File: src/rtl/ifetch_prefetch_buffer_if.sv
`default_nettype none
// ============================================================================
//  Module   : ifetch_prefetch_buffer_if
//  Brief    : Bundles the memory-fetch, core-delivery and redirect signals of
//             the instruction prefetch buffer. The master side is the fetch
//             unit; the slave side is the memory/core environment.
//  Revision : 1.0  initial release
// ============================================================================
interface ifetch_prefetch_buffer_if;
  // Instruction memory request channel
  logic        req_valid;
  logic        req_ready;
  logic [31:0] req_addr;
  // Instruction memory response channel (in order, one per accepted request)
  logic        rsp_valid;
  logic [31:0] rsp_data;
  // Delivery channel towards the core
  logic        out_valid;
  logic        out_ready;
  logic [31:0] out_pc;
  logic [31:0] out_instr;
  // Control-flow redirect from the core
  logic        redirect_valid;
  logic [31:0] redirect_pc;

  modport master (
    output req_valid,
    output req_addr,
    input  req_ready,
    input  rsp_valid,
    input  rsp_data,
    output out_valid,
    output out_pc,
    output out_instr,
    input  out_ready,
    input  redirect_valid,
    input  redirect_pc
  );

  modport slave (
    input  req_valid,
    input  req_addr,
    output req_ready,
    output rsp_valid,
    output rsp_data,
    input  out_valid,
    input  out_pc,
    input  out_instr,
    output out_ready,
    output redirect_valid,
    output redirect_pc
  );
endinterface
`default_nettype wire

File: src/rtl/ifetch_prefetch_buffer.sv
`default_nettype none
// ============================================================================
//  Module   : ifetch_prefetch_buffer
//  Brief    : Sequential instruction prefetcher. Issues word fetches to an
//             in-order variable-latency memory, queues {pc, instr} pairs in a
//             DEPTH-entry FIFO and hands them to the core over valid/ready.
//             A redirect clears the queue, drains in-flight responses and
//             restarts fetch at the new PC.
//  Options  : IFB_STATS_EN - adds saturating flush / stall counters.
//  Revision : 1.0  initial release
// ============================================================================
module ifetch_prefetch_buffer #(
  parameter int          DEPTH    = 4,             // power of two, >= 2
  parameter logic [31:0] RESET_PC = 32'h0000_0000
) (
  input  logic                      clk,
  input  logic                      rst_n,
  ifetch_prefetch_buffer_if.master  bus
`ifdef IFB_STATS_EN
  ,
  output logic [31:0]               stat_flush_cnt,
  output logic [31:0]               stat_stall_cnt
`endif
);

  // Pointer width and counter width (counters must reach DEPTH itself).
  localparam int c_pw = $clog2(DEPTH);
  localparam int c_cw = c_pw + 1;
  localparam logic [c_cw-1:0] c_depth = c_cw'(DEPTH);

  typedef enum logic [0:0] {
    ST_RUN   = 1'b0,
    ST_FLUSH = 1'b1
  } state_t;

  // --------------------------------------------------------------------------
  // Registered state
  // --------------------------------------------------------------------------
  state_t            r_state;
  logic [31:0]       r_fetch_pc;
  logic [c_pw-1:0]   r_wr_ptr;
  logic [c_pw-1:0]   r_rd_ptr;
  logic [c_cw-1:0]   r_count;
  logic [c_cw-1:0]   r_outstanding;
  logic [c_cw-1:0]   r_discard;
  logic [31:0]       r_pc_mem    [DEPTH];
  logic [31:0]       r_instr_mem [DEPTH];

  // --------------------------------------------------------------------------
  // Next-state values
  // --------------------------------------------------------------------------
  state_t            w_state_nxt;
  logic [31:0]       w_fetch_pc_nxt;
  logic [c_pw-1:0]   w_wr_ptr_nxt;
  logic [c_pw-1:0]   w_rd_ptr_nxt;
  logic [c_cw-1:0]   w_count_nxt;
  logic [c_cw-1:0]   w_outstanding_nxt;
  logic [c_cw-1:0]   w_discard_nxt;
  logic              w_push;

  // --------------------------------------------------------------------------
  // Handshake qualifiers
  // --------------------------------------------------------------------------
  logic              w_credit;
  logic              w_req_valid;
  logic              w_req_fire;
  logic              w_rsp;
  logic              w_out_valid;
  logic              w_pop;
  logic [31:0]       w_rsp_pc;
  logic [31:0]       w_redirect_pc;
  logic              w_unused;

  // Queued plus in-flight entries never exceed DEPTH, so a returning
  // response always has a free FIFO slot.
  assign w_credit    = (r_count + r_outstanding) < c_depth;
  // Gating with rst_n keeps the request low while reset is held.
  assign w_req_valid = rst_n && (r_state == ST_RUN) && w_credit;
  assign w_req_fire  = w_req_valid && bus.req_ready;
  // A response with nothing outstanding is a protocol violation; ignore it.
  assign w_rsp       = bus.rsp_valid && (r_outstanding != '0);
  assign w_out_valid = (r_count != '0);
  assign w_pop       = w_out_valid && bus.out_ready;

  // The oldest outstanding request was issued 4*outstanding bytes before
  // the current fetch address; this avoids storing a PC per in-flight slot.
  assign w_rsp_pc      = r_fetch_pc - {{(30 - c_cw){1'b0}}, r_outstanding, 2'b00};
  assign w_redirect_pc = {bus.redirect_pc[31:2], 2'b00};
  assign w_unused      = &{1'b0, bus.redirect_pc[1:0]};

  // Next-state and datapath control for the RUN/FLUSH machine.
  always_comb begin
    w_state_nxt       = r_state;
    w_fetch_pc_nxt    = r_fetch_pc;
    w_wr_ptr_nxt      = r_wr_ptr;
    w_rd_ptr_nxt      = r_rd_ptr;
    w_count_nxt       = r_count;
    w_outstanding_nxt = r_outstanding;
    w_discard_nxt     = r_discard;
    w_push            = 1'b0;

    if (w_req_fire) begin
      w_fetch_pc_nxt = r_fetch_pc + 32'd4;
    end

    case ({w_req_fire, w_rsp})
      2'b10:   w_outstanding_nxt = r_outstanding + c_cw'(1);
      2'b01:   w_outstanding_nxt = r_outstanding - c_cw'(1);
      default: w_outstanding_nxt = r_outstanding;
    endcase

    if (w_pop) begin
      w_rd_ptr_nxt = r_rd_ptr + c_pw'(1);
    end

    case (r_state)
      ST_RUN: begin
        if (w_rsp) begin
          w_push       = 1'b1;
          w_wr_ptr_nxt = r_wr_ptr + c_pw'(1);
        end
      end
      ST_FLUSH: begin
        // Stale responses are dropped until every pre-redirect fetch returns.
        if (w_rsp) begin
          w_discard_nxt = r_discard - c_cw'(1);
        end
        if (w_discard_nxt == '0) begin
          w_state_nxt = ST_RUN;
        end
      end
      default: begin
        w_state_nxt = ST_RUN;
      end
    endcase

    case ({w_push, w_pop})
      2'b10:   w_count_nxt = r_count + c_cw'(1);
      2'b01:   w_count_nxt = r_count - c_cw'(1);
      default: w_count_nxt = r_count;
    endcase

    // Redirect overrides everything: clear the queue, drop this cycle's
    // response and wait out every fetch still in flight (including one
    // accepted this very cycle at the old address).
    if (bus.redirect_valid) begin
      w_push         = 1'b0;
      w_fetch_pc_nxt = w_redirect_pc;
      w_wr_ptr_nxt   = '0;
      w_rd_ptr_nxt   = '0;
      w_count_nxt    = '0;
      w_discard_nxt  = w_outstanding_nxt;
      w_state_nxt    = (w_outstanding_nxt != '0) ? ST_FLUSH : ST_RUN;
    end
  end

  // FSM state register.
  always_ff @(posedge clk or negedge rst_n) begin
    if (!rst_n) begin
      r_state <= ST_RUN;
    end else begin
      r_state <= w_state_nxt;
    end
  end

  // Fetch address, queue pointers and occupancy/in-flight counters.
  always_ff @(posedge clk or negedge rst_n) begin
    if (!rst_n) begin
      r_fetch_pc    <= RESET_PC;
      r_wr_ptr      <= '0;
      r_rd_ptr      <= '0;
      r_count       <= '0;
      r_outstanding <= '0;
      r_discard     <= '0;
    end else begin
      r_fetch_pc    <= w_fetch_pc_nxt;
      r_wr_ptr      <= w_wr_ptr_nxt;
      r_rd_ptr      <= w_rd_ptr_nxt;
      r_count       <= w_count_nxt;
      r_outstanding <= w_outstanding_nxt;
      r_discard     <= w_discard_nxt;
    end
  end

  // FIFO storage; contents are only observed while the entry is valid.
  always_ff @(posedge clk) begin
    if (w_push) begin
      r_pc_mem[r_wr_ptr]    <= w_rsp_pc;
      r_instr_mem[r_wr_ptr] <= bus.rsp_data;
    end
  end

  assign bus.req_valid = w_req_valid;
  assign bus.req_addr  = r_fetch_pc;
  assign bus.out_valid = w_out_valid;
  assign bus.out_pc    = w_out_valid ? r_pc_mem[r_rd_ptr]    : 32'h0;
  assign bus.out_instr = w_out_valid ? r_instr_mem[r_rd_ptr] : 32'h0;

`ifdef IFB_STATS_EN
  logic [31:0] r_flush_cnt;
  logic [31:0] r_stall_cnt;

  // Saturating event counters: redirects seen, and cycles the core starved
  // outside of a flush.
  always_ff @(posedge clk or negedge rst_n) begin
    if (!rst_n) begin
      r_flush_cnt <= '0;
      r_stall_cnt <= '0;
    end else begin
      if (bus.redirect_valid && (r_flush_cnt != '1)) begin
        r_flush_cnt <= r_flush_cnt + 32'd1;
      end
      if (!w_out_valid && (r_state != ST_FLUSH) && (r_stall_cnt != '1)) begin
        r_stall_cnt <= r_stall_cnt + 32'd1;
      end
    end
  end

  assign stat_flush_cnt = r_flush_cnt;
  assign stat_stall_cnt = r_stall_cnt;
`endif

`ifndef SYNTHESIS
  // Memory must never return more responses than requests it accepted.
  a_rsp_without_request: assert property (
    @(posedge clk) disable iff (!rst_n)
    !(bus.rsp_valid && (r_outstanding == '0))
  ) else $error("ifetch_prefetch_buffer: rsp_valid with no outstanding request");
`endif

endmodule
`default_nettype wire

File: src/flat_wrapper.sv
// flat-port wrapper written by rule: the top's interface ports become plain ports
module ifetch_prefetch_buffer_flat 
#(
  parameter int          DEPTH    = 4,                                  
  parameter logic [31:0] RESET_PC = 32'h0000_0000
)
  (clk, rst_n, bus_req_valid, bus_req_addr, bus_req_ready, bus_rsp_valid, bus_rsp_data, bus_out_valid, bus_out_pc, bus_out_instr, bus_out_ready, bus_redirect_valid, bus_redirect_pc);
  ifetch_prefetch_buffer_if bus_i ();
  input  logic clk;
  input  logic rst_n;
  output wire logic [$bits(bus_i.req_valid)-1:0] bus_req_valid;
  output wire logic [$bits(bus_i.req_addr)-1:0] bus_req_addr;
  input wire logic [$bits(bus_i.req_ready)-1:0] bus_req_ready;
  input wire logic [$bits(bus_i.rsp_valid)-1:0] bus_rsp_valid;
  input wire logic [$bits(bus_i.rsp_data)-1:0] bus_rsp_data;
  output wire logic [$bits(bus_i.out_valid)-1:0] bus_out_valid;
  output wire logic [$bits(bus_i.out_pc)-1:0] bus_out_pc;
  output wire logic [$bits(bus_i.out_instr)-1:0] bus_out_instr;
  input wire logic [$bits(bus_i.out_ready)-1:0] bus_out_ready;
  input wire logic [$bits(bus_i.redirect_valid)-1:0] bus_redirect_valid;
  input wire logic [$bits(bus_i.redirect_pc)-1:0] bus_redirect_pc;
  assign bus_req_valid = bus_i.req_valid;
  assign bus_req_addr = bus_i.req_addr;
  assign bus_i.req_ready = bus_req_ready;
  assign bus_i.rsp_valid = bus_rsp_valid;
  assign bus_i.rsp_data = bus_rsp_data;
  assign bus_out_valid = bus_i.out_valid;
  assign bus_out_pc = bus_i.out_pc;
  assign bus_out_instr = bus_i.out_instr;
  assign bus_i.out_ready = bus_out_ready;
  assign bus_i.redirect_valid = bus_redirect_valid;
  assign bus_i.redirect_pc = bus_redirect_pc;
  ifetch_prefetch_buffer #(.DEPTH(DEPTH), .RESET_PC(RESET_PC)) u_core (.clk(clk), .rst_n(rst_n), .bus(bus_i));
endmodule
File: config.mk
export PLATFORM = sky130hd
export DESIGN_NAME = ifetch_prefetch_buffer_flat
export DESIGN_NICKNAME = d
export VERILOG_FILES = /design/src/rtl/ifetch_prefetch_buffer_if.sv /design/src/rtl/ifetch_prefetch_buffer.sv /design/src/flat_wrapper.sv
export SDC_FILE = /design/constraint.sdc
export NUM_CORES = 1
export LEC_CHECK = 0
export ABC_CLOCK_PERIOD_IN_PS = 5800
export CAP_MARGIN = 25
export CORE_UTILIZATION = 30
export CTS_CLUSTER_DIAMETER = 30
export DETAILED_ROUTE_END_ITERATION = 10
export HOLD_SLACK_MARGIN = 0.1
export MAX_ROUTING_LAYER = met4
export PLACE_DENSITY = 0.58
export SLEW_MARGIN = 5
export SYNTH_ARGS = -nofsm -noshare
export SYNTH_HDL_FRONTEND = slang
export SYNTH_SLANG_ARGS = --single-unit
export TNS_END_PERCENT = 5
File: constraint.sdc
create_clock -name clk -period 5.8 [get_ports clk]
set_clock_uncertainty 0.15 [all_clocks]
set_input_delay 1.16 -clock clk [delete_from_list [all_inputs] [get_ports clk]]
set_output_delay 1.16 -clock clk [all_outputs]
set_load 0.005 [all_outputs]
# --- After elaboration in Yosys (flattened, before gate mapping) ---
# Memories as Yosys holds them, arrays and structs flattened.
# Cells that the tools add are included.
totals:
  reg_bits: 46
  ramBits: 256
  out_inout_bits: 98
  mem_count: 2
classes:
  addsub: 10
  magnitude_cmp: 1
  eq_ne: 5
  muxes: 25
  bitwise_logic: 1
  n_reduce_logical: 15
memory_table:
  columns: ["memory", "depth", "width", "rd", "rd_ports_with_merged_regs", "wr", "line", "source"]
  rows:
  - ["u_core.r_instr_mem", 4, 32, 1, 0, 1, "ifetch_prefetch_buffer.sv:47", "logic [31:0] r_instr_mem [DEPTH];"]
  - ["u_core.r_pc_mem", 4, 32, 1, 0, 1, "ifetch_prefetch_buffer.sv:46", "logic [31:0] r_pc_mem [DEPTH];"]
ops:
  columns: ["op", "n"]
  rows:
  - ["2-to-1 mux 32 bit", 4]
  - ["adder 32 x 3 -> 32 bit (second input constant)", 1]
  - ["subtractor 32 x 5 -> 32 bit", 1]
  - ["2-to-1 mux 3 bit", 5]
  - ["case mux 3 bit (2 select lines)", 2]
  - ["nonzero test 3 bit", 4]
  - ["2-to-1 mux 2 bit", 5]
  - ["2-to-1 mux 1 bit", 9]
  - ["subtractor 3 x 1 -> 3 bit (second input constant)", 3]
  - ["nonzero test 2 bit", 4]
  - ["adder 3 x 1 -> 3 bit (second input constant)", 2]
  - ["logical AND 1 bit", 5]
  - ["adder 2 x 1 -> 2 bit (second input constant)", 2]
  - ["equality test 2 x 1 -> 1 bit (second input constant)", 2]
  - ["equality test 2 bit (second input constant)", 2]
  - ["adder 3 bit", 1]
  - ["logical NOT 3 bit", 1]
  - ["< comparator 3 bit (second input constant)", 1]
  - ["!= test 2 bit (second input constant)", 1]
  - ["AND reduction 2 bit", 1]
  - ["inverter 1 bit", 1]

# --- Logic depth before layout (Yosys ltp) ---
depth:
  depth_word: 9
  ltp_mapped: 13
  mapped_depth_nobuf: 12

# --- Worst setup path before layout ---
# No wires, ideal clock.
synth_timing:
  kind: "input -> register"
  start: "input bus_redirect_valid"
  end: "memory u_core.r_instr_mem[0][0] (enable)"
  t_arrival_ns: 3.207
  required_ns: 5.223
  slack_ns: 2.016
  path_stages: 4
  n_path_buf: 2
  path_cell_list: "clkbuf_1 clkbuf_1 nor2_1 and2_1"
synth_between:
  elab_chain_len: 3
synth_lines:
  columns: ["element", "line", "source"]
  rows:
  - ["start, declared", "flat_wrapper.sv:20", "input wire logic [$bits(bus_i.redirect_valid)-1:0] bus_redirect_valid;"]
  - ["2-to-1 mux 1 bit", "ifetch_prefetch_buffer.sv:146", "if (bus.redirect_valid) begin"]
  - ["2-to-1 mux 1 bit", "ifetch_prefetch_buffer.sv:187", "if (w_push) begin"]
  - ["2-to-1 mux 1 bit (implied by the code)", "ifetch_prefetch_buffer.sv:189", "r_instr_mem[r_wr_ptr] <= bus.rsp_data;"]
  - ["end, declared", "ifetch_prefetch_buffer.sv:47", null]
# No other way between the ends.

# --- Worst setup path in the final report ---
layout_timing:
  start: "register u_core.r_rd_ptr[0]"
  end: "output bus_out_pc[11]"
layout_between:
  elab_chain_len: 2
layout_lines:
  columns: ["element", "line", "source"]
  rows:
  - ["start, declared", "ifetch_prefetch_buffer.sv:42", "logic [c_pw-1:0] r_rd_ptr;"]
  - ["start signal, assigned", "ifetch_prefetch_buffer.sv:178", "r_rd_ptr <= w_rd_ptr_nxt;"]
  - ["memory read (4 x 32 bit)", null, null]
  - ["2-to-1 mux 32 bit", "ifetch_prefetch_buffer.sv:196", "assign bus.out_pc = w_out_valid ? r_pc_mem[r_rd_ptr] : 32'h0;"]
  - ["end, declared", "flat_wrapper.sv:17", "output wire logic [$bits(bus_i.out_pc)-1:0] bus_out_pc;"]
# No other way between the ends.

==> impl_metrics.toml <==
[logic_synthesis]
synthSimpleGateAreaFrac_pct = 10.56
synth_warnings = 0
syn_area_mm2 = 0.01269
synth-compound-area-share_pct = 1.784
synthArstFlopShare_pct = 15.07
ys_seq_area_share_pct = 67.34
synth_edf_count = 248
synth.top_cell.area_share_pct = 58.67
synthCells = 793
synthAdderAreaFrac_pct = 1.557
yosysUniqueCellTypes = 47
syn_area_per_cell_um2 = 16.01
netlist_top_cells_area = "edfxtp_1 59%, mux4_2 11%, dfrtp_1 8.7%, and2_1 3.3%, xnor2_1 2.8%"
synth_seq_cells = 292
ys.flop_type = "edfxtp_1"
synthMuxAreaShare_pct = 11.69
synth_xor_xnor_area_share_pct = 4.692
synth_top_cell_by_area = "edfxtp_1"
synth_top_family_by_area = "multiplexers"

[sta]
timing.final.crit_share_pct = 73.67
slew_headroom_pct = 38.96
drv_slew = 0
finalSetupTns_ns = 0
tightestPinTransition_ns = 0.9157
setup_viol = 0
post-route-min-period_ns = 4.273
rsz0062_at_grt = "false"
hold_violations = 0
worst_slack_ns = 1.527
max_freq_mhz = 234.0

[global_route]
antenna_found_initial = 0
grt-ovfl-total = 0
grt_max_degree = 74
grt_pass1_wl_um = 45710
grt_usage_pct = 14.48
grt_pass1_vias = 7754

[placed_design]
post-place-ws_ns = 1.770
gp_congestion = 0.7478
io_buffers = 161
hpwl_um = 19100

[critical_path]
crit_fanout = 19
critPathKind = "reg -> out"
r2r_cells = 11
critical_path.startpoint_type = "register"
cp.arrival_ns = 2.96
cp.required_ns = 4.49
cp-end-kind = "output port"

[floorplan]
pin_count = 168
dieArea_mm2 = 0.04314
fp-row-count = 74
core_mm2 = 0.04129
die_x_um = 207.7
start_util_pct = 30.74
die_height_um = 207.7

[final_layout]
drive_above_1_share_pct = 20.46
layout_commonest_cell = "edfxtp_1"
fin_util_pct = 42.00
finalNetCount = 1073
final_cell_mix = "248 x edfxtp_1, 159 x clkdlybuf4s50_1, 70 x clkbuf_16"
area_delta_synth_final_pct = 36.64

[pwr]
p_int_mw = 6.439
p_switching_mw = 2.360
seqPwrFrac_pct = 30.3
sw_frac_of_total_pct = 26.82
clockPowerShare_pct = 45.2
p_comb_share_pct = 24.5
p_leak_nw = 5.926
total_power_mw = 8.799
irDropWorstVdd_mv = 0.2597
p_per_area_mw_per_mm2 = 507.3

[clock_tree]
cts_num_sinks = 292
ctsHoldBuffers = 0
numCtsBuffers = 70
post_cts_buffers = 0
cts_tree = "built"
clk_pin_slew_ns = 0.05
insertion_delay_ns = 0.57
cts_resized = 0
h-tree-depth = 3
clockBufferDepth = 3
cts-root-buf = "clkbuf_16"

[worst_hold_path]
min_path_type = "in -> async"

[detailed_routing]
avgViaCountPerCell = 4.714
routedWlPerCell_um = 18.89
ant_nets = 0
drt_iter0_drc = 372
num_vias = 7443
drc = 0
drt-total-wl_um = 29830
dr.pass1.iters = 4

[status]
status = "completed"

[run]
max_cap_viol_count = 0
==> metrics by stage <==
step | instances | hold WS (ns) | cell area (um2)
finish | 1579 | 0.3470 | 17340
global route | 1578 | 0.3437 | 17340
CTS | 1578 | 0.3168 | 17340
detailed placement | 1449 | 0.4217 | 14900
global placement | 1448 | 0.4055 | 14880
floorplan | 796 | 0.3464 | 12700
==> power by group through the flow <==
stage	Combinational, mW	Clock [mW]	Sequential (mW)
after floorplan	1.23	0	2.60
after global placement	2.18	0	2.71
after detailed placement	2.22	0	2.71
after CTS	2.22	4.05	2.67
after global routing	2.36	4.16	2.69
final	2.15	3.98	2.67
==> cells by family after synthesis <==
| kind of cell | Yosys count |
|---|---|
| adder cells (fa/ha/maj) | 14 |
| AO/OA/AOI/OAI | 41 |
| flip-flops | 292 |
| multiplexers | 70 |
| buffers and inverters | 71 |
| XOR/XNOR | 68 |
| other | 1 |
| AND/OR/NAND/NOR | 236 |
==> Yosys cell counts (6+ instances only) <==
master,count
and2_1,67
and4_1,6
buf_2,12
clkbuf_1,37
dfrtp_1,44
edfxtp_1,248
ha_1,11
inv_1,14
mux2_2,6
mux4_2,62
nand2_1,46
nand3_1,15
nand4_1,10
nor2_1,22
nor3_1,13
nor4_1,16
o21ai_0,31
or3_1,6
or4_1,7
xnor2_1,41
xor2_1,27
==> final cells by class <==
cell class                 count  area, um2
fill                        3722      23950
sequential                   292       8553
multi-input combinational    433       3877
clock buffer                  84       1854
timing repair buffer         178       1754
tap                          532      665.6
clock inverter                45      584.3
inverter                      14      52.55
antenna                        1      2.502
==> per-layer routing <==
metal	GRT usage (%)	vias up	routed length (um)
li1	-	3431	-
met1	18.32	3766	13720
met2	22.34	195	14050
met3	4.070	51	1506
met4	4.853	0	548
met5	-	-	0
==> registers in the layout (all words and copies together), names as in the netlist <==
signal and flops:
u_core.bus.req_addr 30, u_core.r_count 3, u_core.r_discard 3, u_core.r_instr_mem 128, u_core.r_outstanding 3, u_core.r_pc_mem 120, u_core.r_rd_ptr 2, u_core.r_state 1
u_core.r_wr_ptr 2
==> critical path, cell delays in order (launching register included) <==
cell and delay, ns:
dfrtp_4 0.70, buf_4 0.45, mux4_2 0.60, and2_1 0.18
clkdlybuf4s50_1 0.45
==> worst paths after layout <==
path,to,slack [ns],from
max in group asynchronous,u_core.r_rd_ptr[0],4.33,rst_n
setup reg to reg,u_core.r_state,2.35,u_core.r_outstanding[1]
hold reg to reg,u_core.r_wr_ptr[1],0.42,u_core.r_wr_ptr[1]
setup / recovery,bus_out_pc[11],1.53,u_core.r_rd_ptr[0]
hold / removal,u_core.bus.req_addr[12],0.35,rst_n
min in group clk,u_core.r_wr_ptr[1],0.42,u_core.r_wr_ptr[1]
(Power assumes the default switching activity.)
